`src/rtl/green_tracker.sv`:
```
// Purpose: tracks the bounding box of qualifying green pixels per frame and publishes its centre and pixel count.
// Latency: result_valid asserts two clk edges after the frame_end input cycle (one alignment stage + one publish register).
// Backpressure: none; pixel-rate streaming input, results are one-cycle pulses with held outputs.
//
// Ports:
//   clk, reset            - pixel clock, asynchronous active-high reset
//   greencheck            - green classification, arrives one clk after its pixel
//   pix_valid, x_in, y_in - active-area strobe and pixel coordinates
//   frame_end             - one-cycle end-of-frame pulse
//   centre_x, centre_y    - bounding-box centre of the last frame that met MIN_PIXELS
//   pix_count, found      - qualifying pixel count / threshold flag of the last completed frame
//   result_valid          - one-cycle pulse when the outputs above are refreshed
module green_tracker #(
    parameter int H_ACTIVE   = 640,
    parameter int V_ACTIVE   = 480,
    parameter int RUN_LEN    = 4,
    parameter int MIN_PIXELS = 64
) (
    input  logic       clk,
    input  logic       reset,
    input  logic       greencheck,
    input  logic       pix_valid,
    input  logic [9:0] x_in,
    input  logic [9:0] y_in,
    input  logic       frame_end,
    output logic [9:0]  centre_x,
    output logic [9:0]  centre_y,
    output logic [18:0] pix_count,
    output logic        found,
    output logic        result_valid
);

    typedef enum logic {
        WAIT_SYNC = 1'b0,
        ACCUM     = 1'b1
    } state_t;

    localparam logic [3:0]  RUN_LEN_L  = 4'(RUN_LEN);
    localparam logic [18:0] MIN_PIX_L  = 19'(MIN_PIXELS);
    localparam logic [18:0] CNT_MAX    = '1;
    localparam logic [9:0]  CX_RST     = 10'(H_ACTIVE / 2);
    localparam logic [9:0]  CY_RST     = 10'(V_ACTIVE / 2);
    localparam logic [9:0]  MIN_CLR    = 10'd1023;

    // Alignment stage: pixel strobe/coordinates delayed to meet their greencheck.
    logic       pv_dly_q,  pv_dly_d;
    logic [9:0] x_dly_q,   x_dly_d;
    logic [9:0] y_dly_q,   y_dly_d;
    logic       fe_dly_q,  fe_dly_d;

    state_t      state_q, state_d;
    logic [3:0]  run_q,   run_d;
    logic [18:0] cnt_q,   cnt_d;
    logic [9:0]  min_x_q, min_x_d;
    logic [9:0]  max_x_q, max_x_d;
    logic [9:0]  min_y_q, min_y_d;
    logic [9:0]  max_y_q, max_y_d;

    logic [9:0]  centre_x_q, centre_x_d;
    logic [9:0]  centre_y_q, centre_y_d;
    logic [18:0] pix_count_q, pix_count_d;
    logic        found_q, found_d;
    logic        result_valid_q, result_valid_d;

    // Per-pixel working values (this pixel already folded in).
    logic [3:0]  run_calc;
    logic        qualify;
    logic [18:0] cnt_upd;
    logic [9:0]  min_x_upd, max_x_upd, min_y_upd, max_y_upd;
    logic [10:0] sum_x, sum_y;

    always_comb begin
        pv_dly_d = pix_valid;
        x_dly_d  = x_in;
        y_dly_d  = y_in;
        fe_dly_d = frame_end;
    end

    always_comb begin
        // Run length including the current pixel; blanking and non-green both break the run,
        // and column 0 always starts a fresh run so nothing carries across rows.
        run_calc = 4'd0;
        if (pv_dly_q && greencheck) begin
            if (x_dly_q == 10'd0) begin
                run_calc = 4'd1;
            end else if (run_q >= RUN_LEN_L) begin
                run_calc = RUN_LEN_L;
            end else begin
                run_calc = run_q + 4'd1;
            end
        end

        qualify = (state_q == ACCUM) && pv_dly_q && greencheck && (run_calc == RUN_LEN_L);

        cnt_upd   = cnt_q;
        min_x_upd = min_x_q;
        max_x_upd = max_x_q;
        min_y_upd = min_y_q;
        max_y_upd = max_y_q;
        if (qualify) begin
            if (cnt_q != CNT_MAX) begin
                cnt_upd = cnt_q + 19'd1;
            end
            if (x_dly_q < min_x_q) min_x_upd = x_dly_q;
            if (x_dly_q > max_x_q) max_x_upd = x_dly_q;
            if (y_dly_q < min_y_q) min_y_upd = y_dly_q;
            if (y_dly_q > max_y_q) max_y_upd = y_dly_q;
        end

        // 11-bit sums so corner boxes (e.g. 603+639) cannot wrap.
        sum_x = {1'b0, min_x_upd} + {1'b0, max_x_upd};
        sum_y = {1'b0, min_y_upd} + {1'b0, max_y_upd};
    end

    always_comb begin
        state_d        = state_q;
        run_d          = run_q;
        cnt_d          = cnt_q;
        min_x_d        = min_x_q;
        max_x_d        = max_x_q;
        min_y_d        = min_y_q;
        max_y_d        = max_y_q;
        centre_x_d     = centre_x_q;
        centre_y_d     = centre_y_q;
        pix_count_d    = pix_count_q;
        found_d        = found_q;
        result_valid_d = 1'b0;

        case (state_q)
            WAIT_SYNC: begin
                // Partial frame after reset is ignored; first frame_end only aligns us.
                run_d = 4'd0;
                if (fe_dly_q) begin
                    state_d = ACCUM;
                end
            end
            ACCUM: begin
                if (fe_dly_q) begin
                    // Publish uses the *_upd values so a pixel landing with frame_end counts.
                    pix_count_d    = cnt_upd;
                    found_d        = (cnt_upd >= MIN_PIX_L);
                    result_valid_d = 1'b1;
                    if (cnt_upd >= MIN_PIX_L) begin
                        centre_x_d = sum_x[10:1];
                        centre_y_d = sum_y[10:1];
                    end
                    run_d   = 4'd0;
                    cnt_d   = 19'd0;
                    min_x_d = MIN_CLR;
                    max_x_d = 10'd0;
                    min_y_d = MIN_CLR;
                    max_y_d = 10'd0;
                end else begin
                    run_d   = run_calc;
                    cnt_d   = cnt_upd;
                    min_x_d = min_x_upd;
                    max_x_d = max_x_upd;
                    min_y_d = min_y_upd;
                    max_y_d = max_y_upd;
                end
            end
            default: begin
                state_d = WAIT_SYNC;
            end
        endcase
    end

    always_ff @(posedge clk or posedge reset) begin
        if (reset) begin
            pv_dly_q       <= 1'b0;
            x_dly_q        <= 10'd0;
            y_dly_q        <= 10'd0;
            fe_dly_q       <= 1'b0;
            state_q        <= WAIT_SYNC;
            run_q          <= 4'd0;
            cnt_q          <= 19'd0;
            min_x_q        <= MIN_CLR;
            max_x_q        <= 10'd0;
            min_y_q        <= MIN_CLR;
            max_y_q        <= 10'd0;
            centre_x_q     <= CX_RST;
            centre_y_q     <= CY_RST;
            pix_count_q    <= 19'd0;
            found_q        <= 1'b0;
            result_valid_q <= 1'b0;
        end else begin
            pv_dly_q       <= pv_dly_d;
            x_dly_q        <= x_dly_d;
            y_dly_q        <= y_dly_d;
            fe_dly_q       <= fe_dly_d;
            state_q        <= state_d;
            run_q          <= run_d;
            cnt_q          <= cnt_d;
            min_x_q        <= min_x_d;
            max_x_q        <= max_x_d;
            min_y_q        <= min_y_d;
            max_y_q        <= max_y_d;
            centre_x_q     <= centre_x_d;
            centre_y_q     <= centre_y_d;
            pix_count_q    <= pix_count_d;
            found_q        <= found_d;
            result_valid_q <= result_valid_d;
        end
    end

    assign centre_x     = centre_x_q;
    assign centre_y     = centre_y_q;
    assign pix_count    = pix_count_q;
    assign found        = found_q;
    assign result_valid = result_valid_q;

endmodule
```
`config.mk`:
```
export PLATFORM = sky130hd
export DESIGN_NAME = green_tracker
export DESIGN_NICKNAME = d
export VERILOG_FILES = /design/src/rtl/green_tracker.sv
export SDC_FILE = /design/constraint.sdc
export NUM_CORES = 1
export LEC_CHECK = 0
export ABC_AREA = 1
export CAP_MARGIN = 20
export CORE_MARGIN = 3
export CORE_UTILIZATION = 46
export DETAILED_ROUTE_END_ITERATION = 8
export GPL_ROUTABILITY_DRIVEN = 0
export PLACE_DENSITY = 0.68
export SLEW_MARGIN = 20
export SYNTH_ARGS = -nofsm -noshare
export SYNTH_HDL_FRONTEND = slang
export SYNTH_SLANG_ARGS = --single-unit
```
`constraint.sdc`:
```
create_clock -name clk -period 4.1 [get_ports clk]
set_input_delay 0.82 -clock clk [delete_from_list [all_inputs] [get_ports clk]]
set_output_delay 0.82 -clock clk [all_outputs]
set_load 0.01 [all_outputs]
```
---- After elaboration in Yosys (flattened, before gate mapping) ----
Index checks and enable logic that the tools add are counted.
storage, ports and cells
  flip-flop bits (word level) ............. 127
  latch bits .............................. 0
  memory bits (writable) .................. 0
  memory bits (read-only) ................. 0
  input port bits ......................... 25
  output and inout bits ................... 41
  word-level logic and storage cells ...... 59
  memories kept ........................... 0
cells by class
  add/sub/neg operators ................... 4
  multipliers ............................. 0
  div/mod/pow operators ................... 0
  $lt $le $gt $ge ......................... 6
  equal/unequal tests ..................... 2
  shift operators ......................... 0
  muxes and demuxes ....................... 23
  bitwise logic cells ..................... 1
  reduce and logical (&&, ||, !) cells .... 7
operator list
  cell                     count
  $mux W10                 12
  $mux W19                 3
  $add A10 B10 Y11         2
  $gt A10 B10 Y1           2
  $lt A10 B10 Y1           2
  $add A19 B1 Y19 const B  1
  $ge A19 B7 Y1 const B    1
  $ne A19 B19 Y1 const B   1
  $mux W4                  4
  $logic_not A10 Y1        1
  $pmux W4 S2              1
  $add A4 B1 Y4 const B    1
  $eq A4 B3 Y1 const B     1
  $ge A4 B3 Y1 const B     1
  $logic_and A1 B1 Y1      4
  $mux W1                  3
  $reduce_and A3 Y1        1
  $reduce_and A2 Y1        1
  $not A1 Y1               1

---- Logic depth before layout (Yosys ltp) ----
Gate-level depths: netlist of the first run.
  depth in word-level cells ............... 9
  gate-level depth with buffers ........... 27
  depth with buffers taken out ............ 27

---- Worst setup path before layout of the first run ----
No wires, ideal clock.
  path type ............................... input to register
  start ................................... input greencheck
  end ..................................... register centre_y_q[9] (netlist: centre_y[9])
  library setup time ...................... 0.116 ns
  arrival time ............................ 3.450 ns
  data required time ...................... 3.984 ns
  path slack .............................. 0.533 ns
  cell stages on the path ................. 22
  buffers on the path ..................... 2
  path through ............................ nand3_1 a21oi_1 nand3_2 nor2_2 buf_2 nand2_2 clkbuf_1 o21ai_0 inv_1 ha_1 a21oi_1 nand2_1 nand2_1 nand2_1 a21oi_1 nor2_1 o21ai_0 nand2_1 a21oi_1 o21bai_1 nand2_1 nand2_1
between the ends
  cells in the longest elaborated chain, start to end .. 7
  elaborated cells between the ends (all ways) .. 11
  classes of those cells .................. add/sub: 1; order compare: 1; eq/ne: 1; mux: 4; reduce/logical: 4
ends and longest elaborated chain
  item                         line  source
  start: declaration           21    input logic greencheck,
  $logic_and A1 B1 Y1          83    if (pv_dly_q && greencheck) begin
  $mux W4                      83
  $eq A4 B3 Y1                 93    qualify = (state_q == ACCUM) && pv_dly_q && greencheck && (run_calc == RUN_LEN_L);
  $logic_and A1 B1 Y1 (*)      93
  $mux W19                     100   if (qualify) begin
  $ge A19 B7 Y1                143   if (cnt_upd >= MIN_PIX_L) begin
  $reduce_and A3 Y1 (no line)  --
  end signal: assignment       199   centre_y_q <= centre_y_d;
  end: declaration             60    logic [9:0] centre_y_q, centre_y_d;
Every way passes the cells marked *; elsewhere a longest branch is shown, timed or not.
A chain may end at the register's enable or synchronous reset.

---- Worst setup path after layout of the first run ----
Ends and elaborated chain as after synthesis.

==> flow_results.xml, run 1 <==
<?xml version="1.0" encoding="UTF-8"?>
<metrics>
  <group name="status">
    <metric name="outcome" unit="">completed</metric>
  </group>
  <group name="clock_tree">
    <metric name="clk_pin_slew_worst_paths" unit="ns">0.06</metric>
    <metric name="clock_sinks" unit="">127</metric>
    <metric name="number_of_clock_buffers_inserted_by_tritoncts" unit="">17</metric>
    <metric name="clock_tree.htree_level_count" unit="">4</metric>
    <metric name="ctsLongestPathBuffers" unit="">2</metric>
    <metric name="postCtsSetupRepairBufs" unit="">0</metric>
    <metric name="tritoncts" unit="">done</metric>
    <metric name="clock_root_buffer" unit="">sky130_fd_sc_hd__clkbuf_16</metric>
    <metric name="cts_hold_buffers" unit="">0</metric>
    <metric name="clk_latency" unit="ns">0.42</metric>
  </group>
  <group name="timing">
    <metric name="timing.max_slew.rel_slack" unit="">0.469</metric>
    <metric name="timing_hold_violations_final" unit="">0</metric>
    <metric name="clock-skew-final" unit="ns">0.00756</metric>
    <metric name="fmaxAchievable" unit="MHz">272</metric>
    <metric name="slew_viol_final" unit="">0</metric>
    <metric name="layout_worst_path_cycle_share" unit="">0.898</metric>
    <metric name="rsz0062_at_grt" unit="">false</metric>
    <metric name="timing.final.setup_violations" unit="">0</metric>
    <metric name="max_slew.worst_pin.slew" unit="ns">0.795</metric>
    <metric name="period_minus_ws_final" unit="ns">3.68</metric>
  </group>
  <group name="cells_and_area">
    <metric name="antennaDiodeCount" unit="">0</metric>
    <metric name="layout-drive-gt1-share" unit="">0.108</metric>
    <metric name="final_net_count" unit="">1139</metric>
    <metric name="layout_area_growth_over_synthesis" unit="%">20.1</metric>
    <metric name="post-route-util" unit="">0.568</metric>
    <metric name="final_cells" unit="">1283</metric>
    <metric name="mostFrequentLayoutCell" unit="">sky130_fd_sc_hd__nand2_1</metric>
    <metric name="mostFrequentLayoutCells" unit="">259 x sky130_fd_sc_hd__nand2_1, 157 x sky130_fd_sc_hd__inv_1, 100 x sky130_fd_sc_hd__dfrtp_1</metric>
  </group>
  <group name="placement">
    <metric name="dp_hpwl" unit="um">12800</metric>
    <metric name="post-place-cells" unit="">1251</metric>
    <metric name="number_of_i_o_port_buffers" unit="">65</metric>
  </group>
  <group name="floorplan">
    <metric name="fp-row-count" unit="">46</metric>
    <metric name="boundaryPins" unit="">66</metric>
    <metric name="core-area" unit="sq um">16000</metric>
    <metric name="start_util" unit="">0.473</metric>
    <metric name="die_area" unit="sq um">18000</metric>
    <metric name="fp.dieH" unit="um">134</metric>
    <metric name="die_w" unit="um">134</metric>
  </group>
  <group name="worst_setup_path">
    <metric name="crit_path_max_fanout" unit="">8</metric>
    <metric name="ff2ff_path_depth" unit="">23</metric>
    <metric name="critPathSlowestCell" unit="">sky130_fd_sc_hd__clkdlybuf4s50_1</metric>
    <metric name="reg2reg_slack" unit="ns">0.50</metric>
    <metric name="critical_path.most_common_cell" unit="">sky130_fd_sc_hd__nand2_1</metric>
    <metric name="crit_type" unit="">input port to register</metric>
    <metric name="crit-reg2reg-launch" unit="">x_dly_q[7]$_DFF_PP0_</metric>
    <metric name="timing.critical_path.from_type" unit="">input port</metric>
    <metric name="critical_path.startpoint" unit="">greencheck</metric>
    <metric name="timing.critical_path.required" unit="ns">4.40</metric>
    <metric name="crit_path_end_kind" unit="">register</metric>
    <metric name="end_point_of_the_critical_path" unit="">centre_y[9]$_DFFE_PP0P_</metric>
    <metric name="cell_chain_of_the_critical_path" unit="">clkdlybuf4s50_1 &gt; nand3_1 &gt; a21oi_1 &gt; nand3_2 &gt; nor2_4 &gt; buf_4 &gt; nand2_2 &gt; o21ai_0 &gt; fa_1 &gt; inv_1 &gt; nand3_1 &gt; nand2_1 &gt; nand2_1 &gt; nand2_1 &gt; a21oi_1 &gt; nor2_1 &gt; o21ai_0 &gt; nand2_1 &gt; a21oi_1 &gt; o21bai_1 &gt; nand2_1 &gt; nand2_1</metric>
    <metric name="critical_path.max_stage_delay" unit="ns">0.48</metric>
    <metric name="regToRegEndpoint" unit="">centre_x[9]$_DFFE_PP0P_</metric>
    <metric name="cp_data_arrival_time" unit="ns">3.99</metric>
  </group>
  <group name="synth">
    <metric name="yosys_warnings" unit="">0</metric>
    <metric name="seq_area_frac_synth" unit="">0.424</metric>
    <metric name="synth.lib_cells_used.distinct" unit="">33</metric>
    <metric name="netlist_area" unit="sq um">7560</metric>
    <metric name="synth_cells" unit="">978</metric>
    <metric name="ys_ff_latch" unit="">127</metric>
    <metric name="mappedNetlistNets" unit="">1063</metric>
    <metric name="synth_area_per_cell" unit="sq um">7.73</metric>
  </group>
  <group name="power_and_ir_drop">
    <metric name="max-vdd-ir-drop" unit="V">0.000377</metric>
    <metric name="post-layout-total-power" unit="uW">3860</metric>
    <metric name="power.leakage" unit="uW">0.00467</metric>
    <metric name="power-per-cell-area" unit="nW/um^2">424</metric>
  </group>
  <group name="drt">
    <metric name="wl" unit="um">17900</metric>
    <metric name="vias_per_cell" unit="">5.05</metric>
    <metric name="vias" unit="">6483</metric>
    <metric name="drt_drc_violations_left" unit="">0</metric>
    <metric name="avgRoutedWirePerCell" unit="um">13.9</metric>
    <metric name="final_antenna_net_count" unit="">0</metric>
    <metric name="first_pass_iters" unit="">5</metric>
    <metric name="drt-initial-drc-count" unit="">437</metric>
  </group>
  <group name="grt">
    <metric name="grt_antenna_before_repair" unit="">0</metric>
    <metric name="grt_first_pass_wirelength" unit="um">29600</metric>
    <metric name="global_route.peak_usage_layer" unit="">met2</metric>
    <metric name="globalRouteMet3Util" unit="">0.0435</metric>
    <metric name="first_global_vias" unit="">6086</metric>
    <metric name="total_global_routing_overflow" unit="">0</metric>
    <metric name="global_routing_met2_resource_utilization" unit="">0.335</metric>
    <metric name="grt_use_total" unit="">0.205</metric>
    <metric name="grt_start_max_net_pins" unit="">57</metric>
    <metric name="groute.layer.met1.usage" unit="">0.280</metric>
  </group>
  <group name="min_path">
    <metric name="worst_hold_path_type" unit="">register to register</metric>
  </group>
  <group name="flow_run">
    <metric name="max_cap_violations" unit="">0</metric>
  </group>
</metrics>
==> metrics by stage <==
stage                     hold WS, ns  TNS (ns)  setup slack (ns)  area [sq um]
after global placement          0.437         0            0.0193          8520
final                           0.449         0             0.417          9090
after CTS                       0.452         0             0.316          9080
after detailed placement        0.449    -0.274            -0.102          8520
after global routing            0.470         0            0.0621          9090
after floorplan                 0.421         0             0.533          7570
==> worst min-delay path by stage <==
stage,start,endpoint,cells after the start
floorplan,fe_dly_q$_DFF_PP0_,run_q[2]$_DFF_PP0_,1
global placement,fe_dly_q$_DFF_PP0_,run_q[2]$_DFF_PP0_,1
detailed placement,fe_dly_q$_DFF_PP0_,run_q[2]$_DFF_PP0_,1
CTS,fe_dly_q$_DFF_PP0_,run_q[2]$_DFF_PP0_,1
global route,fe_dly_q$_DFF_PP0_,run_q[2]$_DFF_PP0_,1
finish,fe_dly_q$_DFF_PP0_,run_q[2]$_DFF_PP0_,1
==> cells in the mapped netlist, drive strengths merged <==
master | number | area [sq um]
xnor2 | 2 | 17.5
dfrtp | 101 | 2530
clkbuf | 20 | 75.1
ha | 58 | 726
o21ai | 75 | 409
a21oi | 38 | 190
buf | 7 | 61.3
a2111oi | 1 | 8.76
a21o | 2 | 15.0
dfstp | 26 | 683
a211oi | 2 | 15.0
clkinv | 1 | 3.75
nand4 | 12 | 75.1
conb | 1 | 3.75
o22ai | 51 | 319
nand2 | 268 | 1030
fa | 2 | 40.0
nor2 | 80 | 323
nor3 | 4 | 20.0
inv | 164 | 616
o21bai | 4 | 30.0
xor2 | 18 | 158
nand3 | 39 | 210
or2 | 2 | 12.5
==> kinds of logic after synthesis <==
family / synth area share
buffers and inverters: 0.0999
AOI/OAI and AO/OA: 0.130
adders and majority gates: 0.101
other: 0.000496
and+or+nand+nor: 0.220
DFF: 0.424
xor gates and xnor gates: 0.0232
==> power breakdown <==
part	total, uW	switching (uW)	internal, uW
sequential	1520	101	1420
clock	1420	571	845
combinational	924	500	423
total	3860	1170	2680
==> layer usage <==
layer,vias up,wire length [um],part of all wire
met3,13,803,0.045
met2,157,8370,0.47
met5,-,0,0
met4,0,177,0.0099
met1,3018,8510,0.48
li1,3295,-,-
==> critical path: cells and delay by family <==
family                   cells  cell delay [ns]
AO/OA/AOI/OAI                6             1.10
adder cells (fa/ha/maj)      1             0.28
AND/OR/NAND/NOR             12             1.07
buffers and inverters        3             0.71
==> layout make-up <==
class                           count  area (sq um)
Fill cell                        1510          6910
Multi-Input combinational cell    659          3610
Sequential cell                   127          3210
Timing Repair Buffer               84           818
Inverter                          165           623
Clock buffer                       18           439
Tap cell                          216           270
Clock inverter                     14           119
==> timing repair <==
item | CTS | global route
endpoints found under the setup margin | 0 | 3
hold endpoints to repair | 0 | 0
resized for setup | 0 | 1
==> state kept, by name, summed over array words and instances (netlist names) <==
signal and cells:
pv_dly_q 1, fe_dly_q 1, y_dly_q 10, x_dly_q 10, min_y_q 10, found 1, run_q 4, cnt_q 19
max_x_q 10, pix_count 19, result_valid 1, max_y_q 10, state_q 1, min_x_q 10, centre_x 10, centre_y 10
Power figures use the tool's default switching activity.
==> run 2: changes to the inputs <==
Settings changed: CORE_MARGIN 3 to not set, SLEW_MARGIN 20 to not set.
==> run 2 against run 1 <==
Against the previous run:
- clock power rose by 7%
- count of clock-buffer cells in the layout rose by 8
- first-iteration DRC count fell by 3.2%
- non-clock buffer count rose by 4
- setup slack improved by 0.041 ns
- fmax rose by 1.1%
- sequential cell count did not move
- critical endpoint is now centre_x[8]$_DFFE_PP1P_
- largest cell class unchanged
==> flow_results.xml, run 2 (same netlist as run 1, synthesis figures left out) <==
<?xml version="1.0" encoding="UTF-8"?>
<metrics>
  <group name="status">
    <metric name="outcome" unit="">completed</metric>
  </group>
  <group name="timing">
    <metric name="setup_slack" unit="ns">0.458</metric>
    <metric name="hold_ws" unit="ns">0.457</metric>
    <metric name="fin_setup_tns" unit="ns">0</metric>
    <metric name="layout_worst_path_cycle_share" unit="">0.888</metric>
    <metric name="period_minus_ws_final" unit="ns">3.64</metric>
    <metric name="timing_hold_violations_final" unit="">0</metric>
    <metric name="slew_viol_final" unit="">0</metric>
    <metric name="clock-skew-final" unit="ns">0.00875</metric>
    <metric name="rsz0062_at_grt" unit="">false</metric>
    <metric name="max_slew.worst_pin.slew" unit="ns">0.810</metric>
    <metric name="timing.final.setup_violations" unit="">0</metric>
    <metric name="fmaxAchievable" unit="MHz">275</metric>
    <metric name="timing.max_slew.rel_slack" unit="">0.458</metric>
  </group>
  <group name="power_and_ir_drop">
    <metric name="clock_group_share_of_total_power" unit="">0.383</metric>
    <metric name="pwr-share-comb" unit="">0.235</metric>
    <metric name="power-per-cell-area" unit="nW/um^2">435</metric>
    <metric name="power.leakage" unit="uW">0.00472</metric>
    <metric name="share_seq_of_total_power" unit="">0.381</metric>
    <metric name="net_sw_power" unit="uW">1120</metric>
    <metric name="total_internal_power" unit="uW">2850</metric>
    <metric name="sw_ratio" unit="">0.283</metric>
    <metric name="max-vdd-ir-drop" unit="V">0.000336</metric>
  </group>
  <group name="drt">
    <metric name="wl" unit="um">17600</metric>
    <metric name="drt-initial-drc-count" unit="">423</metric>
    <metric name="vias" unit="">6485</metric>
    <metric name="avgRoutedWirePerCell" unit="um">13.7</metric>
    <metric name="vias_per_cell" unit="">5.04</metric>
    <metric name="drt_drc_violations_left" unit="">0</metric>
    <metric name="final_antenna_net_count" unit="">0</metric>
    <metric name="first_pass_iters" unit="">5</metric>
  </group>
  <group name="clock_tree">
    <metric name="clock_sinks" unit="">127</metric>
    <metric name="cts_hold_buffers" unit="">0</metric>
    <metric name="number_of_clock_buffers_inserted_by_tritoncts" unit="">17</metric>
    <metric name="clock_tree.htree_level_count" unit="">4</metric>
    <metric name="clk_pin_slew_worst_paths" unit="ns">0.05</metric>
    <metric name="postCtsSetupRepairBufs" unit="">0</metric>
    <metric name="tritoncts" unit="">done</metric>
    <metric name="clock_root_buffer" unit="">sky130_fd_sc_hd__clkbuf_16</metric>
    <metric name="clk_latency" unit="ns">0.43</metric>
    <metric name="ctsLongestPathBuffers" unit="">2</metric>
    <metric name="cts_resized" unit="">0</metric>
  </group>
  <group name="worst_setup_path">
    <metric name="crit_path_end_kind" unit="">register</metric>
    <metric name="cp_data_arrival_time" unit="ns">4.01</metric>
    <metric name="timing.critical_path.from_type" unit="">input port</metric>
    <metric name="crit_path_max_fanout" unit="">12</metric>
    <metric name="crit_type" unit="">input port to register</metric>
    <metric name="timing.critical_path.required" unit="ns">4.47</metric>
    <metric name="ff2ff_path_depth" unit="">22</metric>
  </group>
  <group name="cells_and_area">
    <metric name="final_net_count" unit="">1143</metric>
    <metric name="layout-drive-gt1-share" unit="">0.106</metric>
    <metric name="fillers" unit="">1491</metric>
    <metric name="antennaDiodeCount" unit="">0</metric>
    <metric name="mostFrequentLayoutCells" unit="">259 x sky130_fd_sc_hd__nand2_1, 157 x sky130_fd_sc_hd__inv_1, 100 x sky130_fd_sc_hd__dfrtp_1</metric>
    <metric name="layout_area_growth_over_synthesis" unit="%">20.8</metric>
    <metric name="mostFrequentLayoutCell" unit="">sky130_fd_sc_hd__nand2_1</metric>
    <metric name="post-route-util" unit="">0.573</metric>
  </group>
  <group name="min_path">
    <metric name="worst_hold_path.num_cells" unit="">1</metric>
    <metric name="worst_hold_path_type" unit="">register to register</metric>
  </group>
  <group name="floorplan">
    <metric name="start_util" unit="">0.474</metric>
    <metric name="die_w" unit="um">130</metric>
    <metric name="core-area" unit="sq um">15900</metric>
    <metric name="boundaryPins" unit="">66</metric>
    <metric name="fp.dieH" unit="um">130</metric>
    <metric name="fp-row-count" unit="">46</metric>
    <metric name="die_area" unit="sq um">17000</metric>
  </group>
  <group name="placement">
    <metric name="placement.setup.worst_slack" unit="ns">0.0804</metric>
    <metric name="number_of_i_o_port_buffers" unit="">65</metric>
    <metric name="dp_hpwl" unit="um">12900</metric>
  </group>
  <group name="grt">
    <metric name="first_global_vias" unit="">6052</metric>
    <metric name="grt_first_pass_wirelength" unit="um">29600</metric>
    <metric name="grt_start_max_net_pins" unit="">101</metric>
    <metric name="total_global_routing_overflow" unit="">0</metric>
    <metric name="grt_antenna_before_repair" unit="">0</metric>
    <metric name="grt_use_total" unit="">0.228</metric>
  </group>
  <group name="flow_run">
    <metric name="max_cap_violations" unit="">0</metric>
  </group>
</metrics>
run 2: cell types whose count changed in the layout (fill, tap and decap cells not counted), sizes merged:
cell / before / now
clkinvlp: 6 / 1
bufinv: 1 / 3
clkbuf: 18 / 26
buf: 19 / 23
inv: 164 / 163
clkinv: 8 / 4
run 2: final timing paths:
path	startpoint	end	slack [ns]
worst max-delay path	greencheck	centre_x[8]$_DFFE_PP1P_	0.46
max in group asynchronous	reset	state_q$_DFF_PP0_	2.36
worst min register to register	fe_dly_q$_DFF_PP0_	run_q[2]$_DFF_PP0_	0.46
min in group asynchronous	reset	x_dly_q[6]$_DFF_PP0_	0.83
worst max register to register	y_dly_q[9]$_DFF_PP0_	centre_y[9]$_DFFE_PP0P_	0.57
worst min-delay path	fe_dly_q$_DFF_PP0_	run_q[2]$_DFF_PP0_	0.46
run 2: cell type report:
class	instances	area, sq um	area share
Timing Repair Buffer	88	836	0.0915
Inverter	165	623	0.0682
Multi-Input combinational cell	659	3600	0.394
Clock inverter	6	105	0.0115
Tap cell	216	270	0.0296
Clock buffer	26	489	0.0535
Sequential cell	127	3210	0.352
run 2: power by group through the flow:
stage	clock [uW]	sequential, uW	combinational (uW)
3_3_place_gp	0	1530	919
4_1_cts	1550	1510	940
2_1_floorplan	0	1550	508
6_report	1520	1510	934
5_1_grt	1610	1530	1050
3_5_place_dp	0	1530	931
run 2: per-layer routing:
metal	GRT usage	wire [um]
met5	0	0
met4	0.0759	266
met3	0.0521	828
met2	0.354	7870
met1	0.315	8650
run 2: metrics by stage:
stage / instances / cell area, sq um / power (uW)
floorplan: 978 / 7570 / 2060
global placement: 1255 / 8540 / 2450
detailed placement: 1255 / 8540 / 2460
CTS: 1287 / 9140 / 4010
global route: 1287 / 9140 / 4190
finish: 1287 / 9140 / 3970
run 2: worst max-delay path, cell delays in order:
cell and delay, ns:
sky130_fd_sc_hd__clkdlybuf4s50_1 0.54, sky130_fd_sc_hd__nand3_1 0.09, sky130_fd_sc_hd__a21oi_1 0.21, sky130_fd_sc_hd__nand3_2 0.11, sky130_fd_sc_hd__nor2_2 0.11, sky130_fd_sc_hd__buf_4 0.15, sky130_fd_sc_hd__nand2_2 0.13, sky130_fd_sc_hd__buf_4 0.21
sky130_fd_sc_hd__o21ai_0 0.46, sky130_fd_sc_hd__ha_1 0.34, sky130_fd_sc_hd__inv_1 0.11, sky130_fd_sc_hd__nor3_1 0.08, sky130_fd_sc_hd__a211oi_1 0.31, sky130_fd_sc_hd__nand3_1 0.12, sky130_fd_sc_hd__nand2_1 0.08, sky130_fd_sc_hd__nand2_1 0.05
sky130_fd_sc_hd__nand2_1 0.08
==> run 3: changes to the inputs <==
Settings changed: PLACE_DENSITY 0.68 to not set, PLACE_DENSITY_LB_ADDON set to 0.3.
==> run 3 against run 2 <==
Against the previous run:
- core utilization is 0.21 points lower
- global-route usage about the same
- critical path depth up 5
- via count rose by 1.6%
- sequential share of layout area grew 0.13 points
- register-to-register slack got worse by 0.08 ns
- cell area shrank 0.37%
- non-clock buffer count fell by 6
- clock power hardly changed
- cell count fell by 0.47%
- combinational power down 1%
- clock skew is 0.0011 ns lower
==> flow_results.xml, run 3 (same netlist as run 1, synthesis figures left out) <==
<?xml version="1.0" encoding="UTF-8"?>
<metrics>
  <group name="placement">
    <metric name="post-place-cells" unit="">1249</metric>
    <metric name="dp_hpwl" unit="um">12900</metric>
    <metric name="number_of_i_o_port_buffers" unit="">65</metric>
  </group>
  <group name="drt">
    <metric name="drt_drc_violations_left" unit="">0</metric>
    <metric name="final_antenna_net_count" unit="">0</metric>
    <metric name="first_pass_iters" unit="">8</metric>
    <metric name="vias_per_cell" unit="">5.14</metric>
    <metric name="avgRoutedWirePerCell" unit="um">14.0</metric>
    <metric name="wl" unit="um">17900</metric>
    <metric name="vias" unit="">6589</metric>
    <metric name="drt-initial-drc-count" unit="">436</metric>
  </group>
  <group name="timing">
    <metric name="layout_worst_path_cycle_share" unit="">0.897</metric>
    <metric name="slew_viol_final" unit="">0</metric>
    <metric name="fmaxAchievable" unit="MHz">272</metric>
    <metric name="timing.final.setup_violations" unit="">0</metric>
    <metric name="timing_hold_violations_final" unit="">0</metric>
    <metric name="period_minus_ws_final" unit="ns">3.68</metric>
    <metric name="clock-skew-final" unit="ns">0.00762</metric>
    <metric name="fin_setup_tns" unit="ns">0</metric>
    <metric name="timing.max_slew.rel_slack" unit="">0.479</metric>
    <metric name="max_slew.worst_pin.slew" unit="ns">0.780</metric>
    <metric name="rsz0062_at_grt" unit="">false</metric>
  </group>
  <group name="clock_tree">
    <metric name="clock_tree.htree_level_count" unit="">4</metric>
    <metric name="cts_resized" unit="">0</metric>
    <metric name="clock_sinks" unit="">127</metric>
    <metric name="clock_root_buffer" unit="">sky130_fd_sc_hd__clkbuf_16</metric>
    <metric name="tritoncts" unit="">done</metric>
    <metric name="postCtsSetupRepairBufs" unit="">0</metric>
    <metric name="cts_hold_buffers" unit="">0</metric>
    <metric name="ctsLongestPathBuffers" unit="">2</metric>
    <metric name="clk_pin_slew_worst_paths" unit="ns">0.06</metric>
    <metric name="clk_latency" unit="ns">0.42</metric>
    <metric name="number_of_clock_buffers_inserted_by_tritoncts" unit="">17</metric>
  </group>
  <group name="cells_and_area">
    <metric name="layout_area_growth_over_synthesis" unit="%">20.3</metric>
    <metric name="mostFrequentLayoutCell" unit="">sky130_fd_sc_hd__nand2_1</metric>
    <metric name="post-route-util" unit="">0.571</metric>
    <metric name="antennaDiodeCount" unit="">0</metric>
    <metric name="final_net_count" unit="">1137</metric>
    <metric name="fillers" unit="">1490</metric>
    <metric name="layout-drive-gt1-share" unit="">0.104</metric>
    <metric name="mostFrequentLayoutCells" unit="">259 x sky130_fd_sc_hd__nand2_1, 157 x sky130_fd_sc_hd__inv_1, 100 x sky130_fd_sc_hd__dfrtp_1</metric>
    <metric name="final_cells" unit="">1281</metric>
  </group>
  <group name="min_path">
    <metric name="worst_hold_path_type" unit="">register to register</metric>
    <metric name="whs_endpoint" unit="">centre_x[6]$_DFFE_PP1P_</metric>
    <metric name="holdCritStartpoint" unit="">centre_x[6]$_DFFE_PP1P_</metric>
    <metric name="worst_hold_path.num_cells" unit="">2</metric>
  </group>
  <group name="worst_setup_path">
    <metric name="regToRegEndpoint" unit="">centre_y[9]$_DFFE_PP0P_</metric>
    <metric name="crit_type" unit="">input port to register</metric>
    <metric name="critPathSlowestCell" unit="">sky130_fd_sc_hd__clkdlybuf4s50_1</metric>
    <metric name="timing.critical_path.from_type" unit="">input port</metric>
    <metric name="cp_data_arrival_time" unit="ns">3.99</metric>
    <metric name="crit_path_end_kind" unit="">register</metric>
    <metric name="critPathBufInv" unit="">3</metric>
    <metric name="reg2reg_slack" unit="ns">0.49</metric>
    <metric name="critical_path.max_stage_delay" unit="ns">0.47</metric>
    <metric name="crit_path_max_fanout" unit="">19</metric>
    <metric name="crit-reg2reg-launch" unit="">min_y_q[9]$_DFFE_PP1P_</metric>
    <metric name="timing.critical_path.max_delay_family" unit="">compound AO/OA/AOI/OAI gates</metric>
    <metric name="cell_chain_of_the_critical_path" unit="">clkdlybuf4s50_1 &gt; nand3_1 &gt; a21oi_1 &gt; nand3_2 &gt; nor2_2 &gt; buf_4 &gt; nand2_2 &gt; o21ai_0 &gt; fa_1 &gt; inv_1 &gt; nand3_1 &gt; nand2_1 &gt; nand2_1 &gt; nand2_1 &gt; a21oi_1 &gt; nor2_1 &gt; o21ai_0 &gt; nand2_1 &gt; a21oi_1 &gt; o21bai_1 &gt; nand2_1 &gt; nand2_1</metric>
    <metric name="critical_path.most_common_cell" unit="">sky130_fd_sc_hd__nand2_1</metric>
    <metric name="timing.critical_path.required" unit="ns">4.41</metric>
    <metric name="ff2ff_path_depth" unit="">23</metric>
  </group>
  <group name="floorplan">
    <metric name="core-area" unit="sq um">15900</metric>
    <metric name="die_area" unit="sq um">17000</metric>
    <metric name="fp.dieH" unit="um">130</metric>
    <metric name="start_util" unit="">0.474</metric>
    <metric name="fp-row-count" unit="">46</metric>
    <metric name="die_w" unit="um">130</metric>
    <metric name="boundaryPins" unit="">66</metric>
  </group>
  <group name="power_and_ir_drop">
    <metric name="power-per-cell-area" unit="nW/um^2">435</metric>
    <metric name="max-vdd-ir-drop" unit="V">0.000314</metric>
    <metric name="post-layout-total-power" unit="uW">3960</metric>
    <metric name="power.leakage" unit="uW">0.00469</metric>
  </group>
  <group name="grt">
    <metric name="first_global_vias" unit="">6261</metric>
    <metric name="grt_antenna_before_repair" unit="">0</metric>
    <metric name="total_global_routing_overflow" unit="">0</metric>
    <metric name="grt_use_total" unit="">0.228</metric>
    <metric name="grt_start_max_net_pins" unit="">57</metric>
    <metric name="grt_first_pass_wirelength" unit="um">29700</metric>
  </group>
  <group name="status">
    <metric name="outcome" unit="">completed</metric>
  </group>
  <group name="flow_run">
    <metric name="max_cap_violations" unit="">0</metric>
  </group>
</metrics>
[run 3: per-layer routing]
metal  wire length (um)  vias to the layer above  track usage
met5                  0                        -            0
met4                357                        0       0.0903
met3                985                       24       0.0513
met2               8160                      200        0.359
met1               8430                     3077        0.305
li1                   -                     3288            -
[run 3: per-stage QoR]
stage | hold slack (ns) | setup slack (ns) | cell area [sq um]
final | 0.474 | 0.422 | 9100
after global routing | 0.494 | 0.133 | 9100
after CTS | 0.473 | 0.470 | 9100
after detailed placement | 0.467 | 0.0325 | 8500
after global placement | 0.435 | 0.0737 | 8500
after floorplan | 0.421 | 0.533 | 7570
[run 3: how the worst max path moves through the flow]
stage / startpoint / endpoint / cells after the start
floorplan: greencheck / centre_y[9]$_DFFE_PP0P_ / 22
global placement: greencheck / centre_y[9]$_DFFE_PP0P_ / 22
detailed placement: greencheck / centre_y[9]$_DFFE_PP0P_ / 22
CTS: greencheck / centre_y[9]$_DFFE_PP0P_ / 22
global route: x_dly_q[7]$_DFF_PP0_ / centre_x[7]$_DFFE_PP0P_ / 21
finish: greencheck / centre_y[9]$_DFFE_PP0P_ / 22
[run 3: worst register-to-register path, delay by kind of cell (launching register included)]
kind / cells / cell delay [ns]
compound gates: 6 / 0.91
fa+ha+maj: 2 / 0.57
buf+inv: 1 / 0.05
flops: 1 / 0.53
simple gates: 14 / 1.43
[run 3: area by class of cell]
type / count / area [sq um] / area share
flip-flops and latches: 127 / 3210 / 0.353
clock buffers: 24 / 502 / 0.0551
clock inverters: 8 / 104 / 0.0114
inverters: 165 / 623 / 0.0685
repair buffers: 82 / 791 / 0.0869
multi-input cells: 659 / 3600 / 0.396
well taps: 216 / 270 / 0.0297
[run 3: power by group]
group	switching, uW	leakage [uW]	internal (uW)
sequential	98.4	0.00158	1420
combinational	500	0.00282	422
clock	552	0.000296	976
total	1150	0.00469	2810
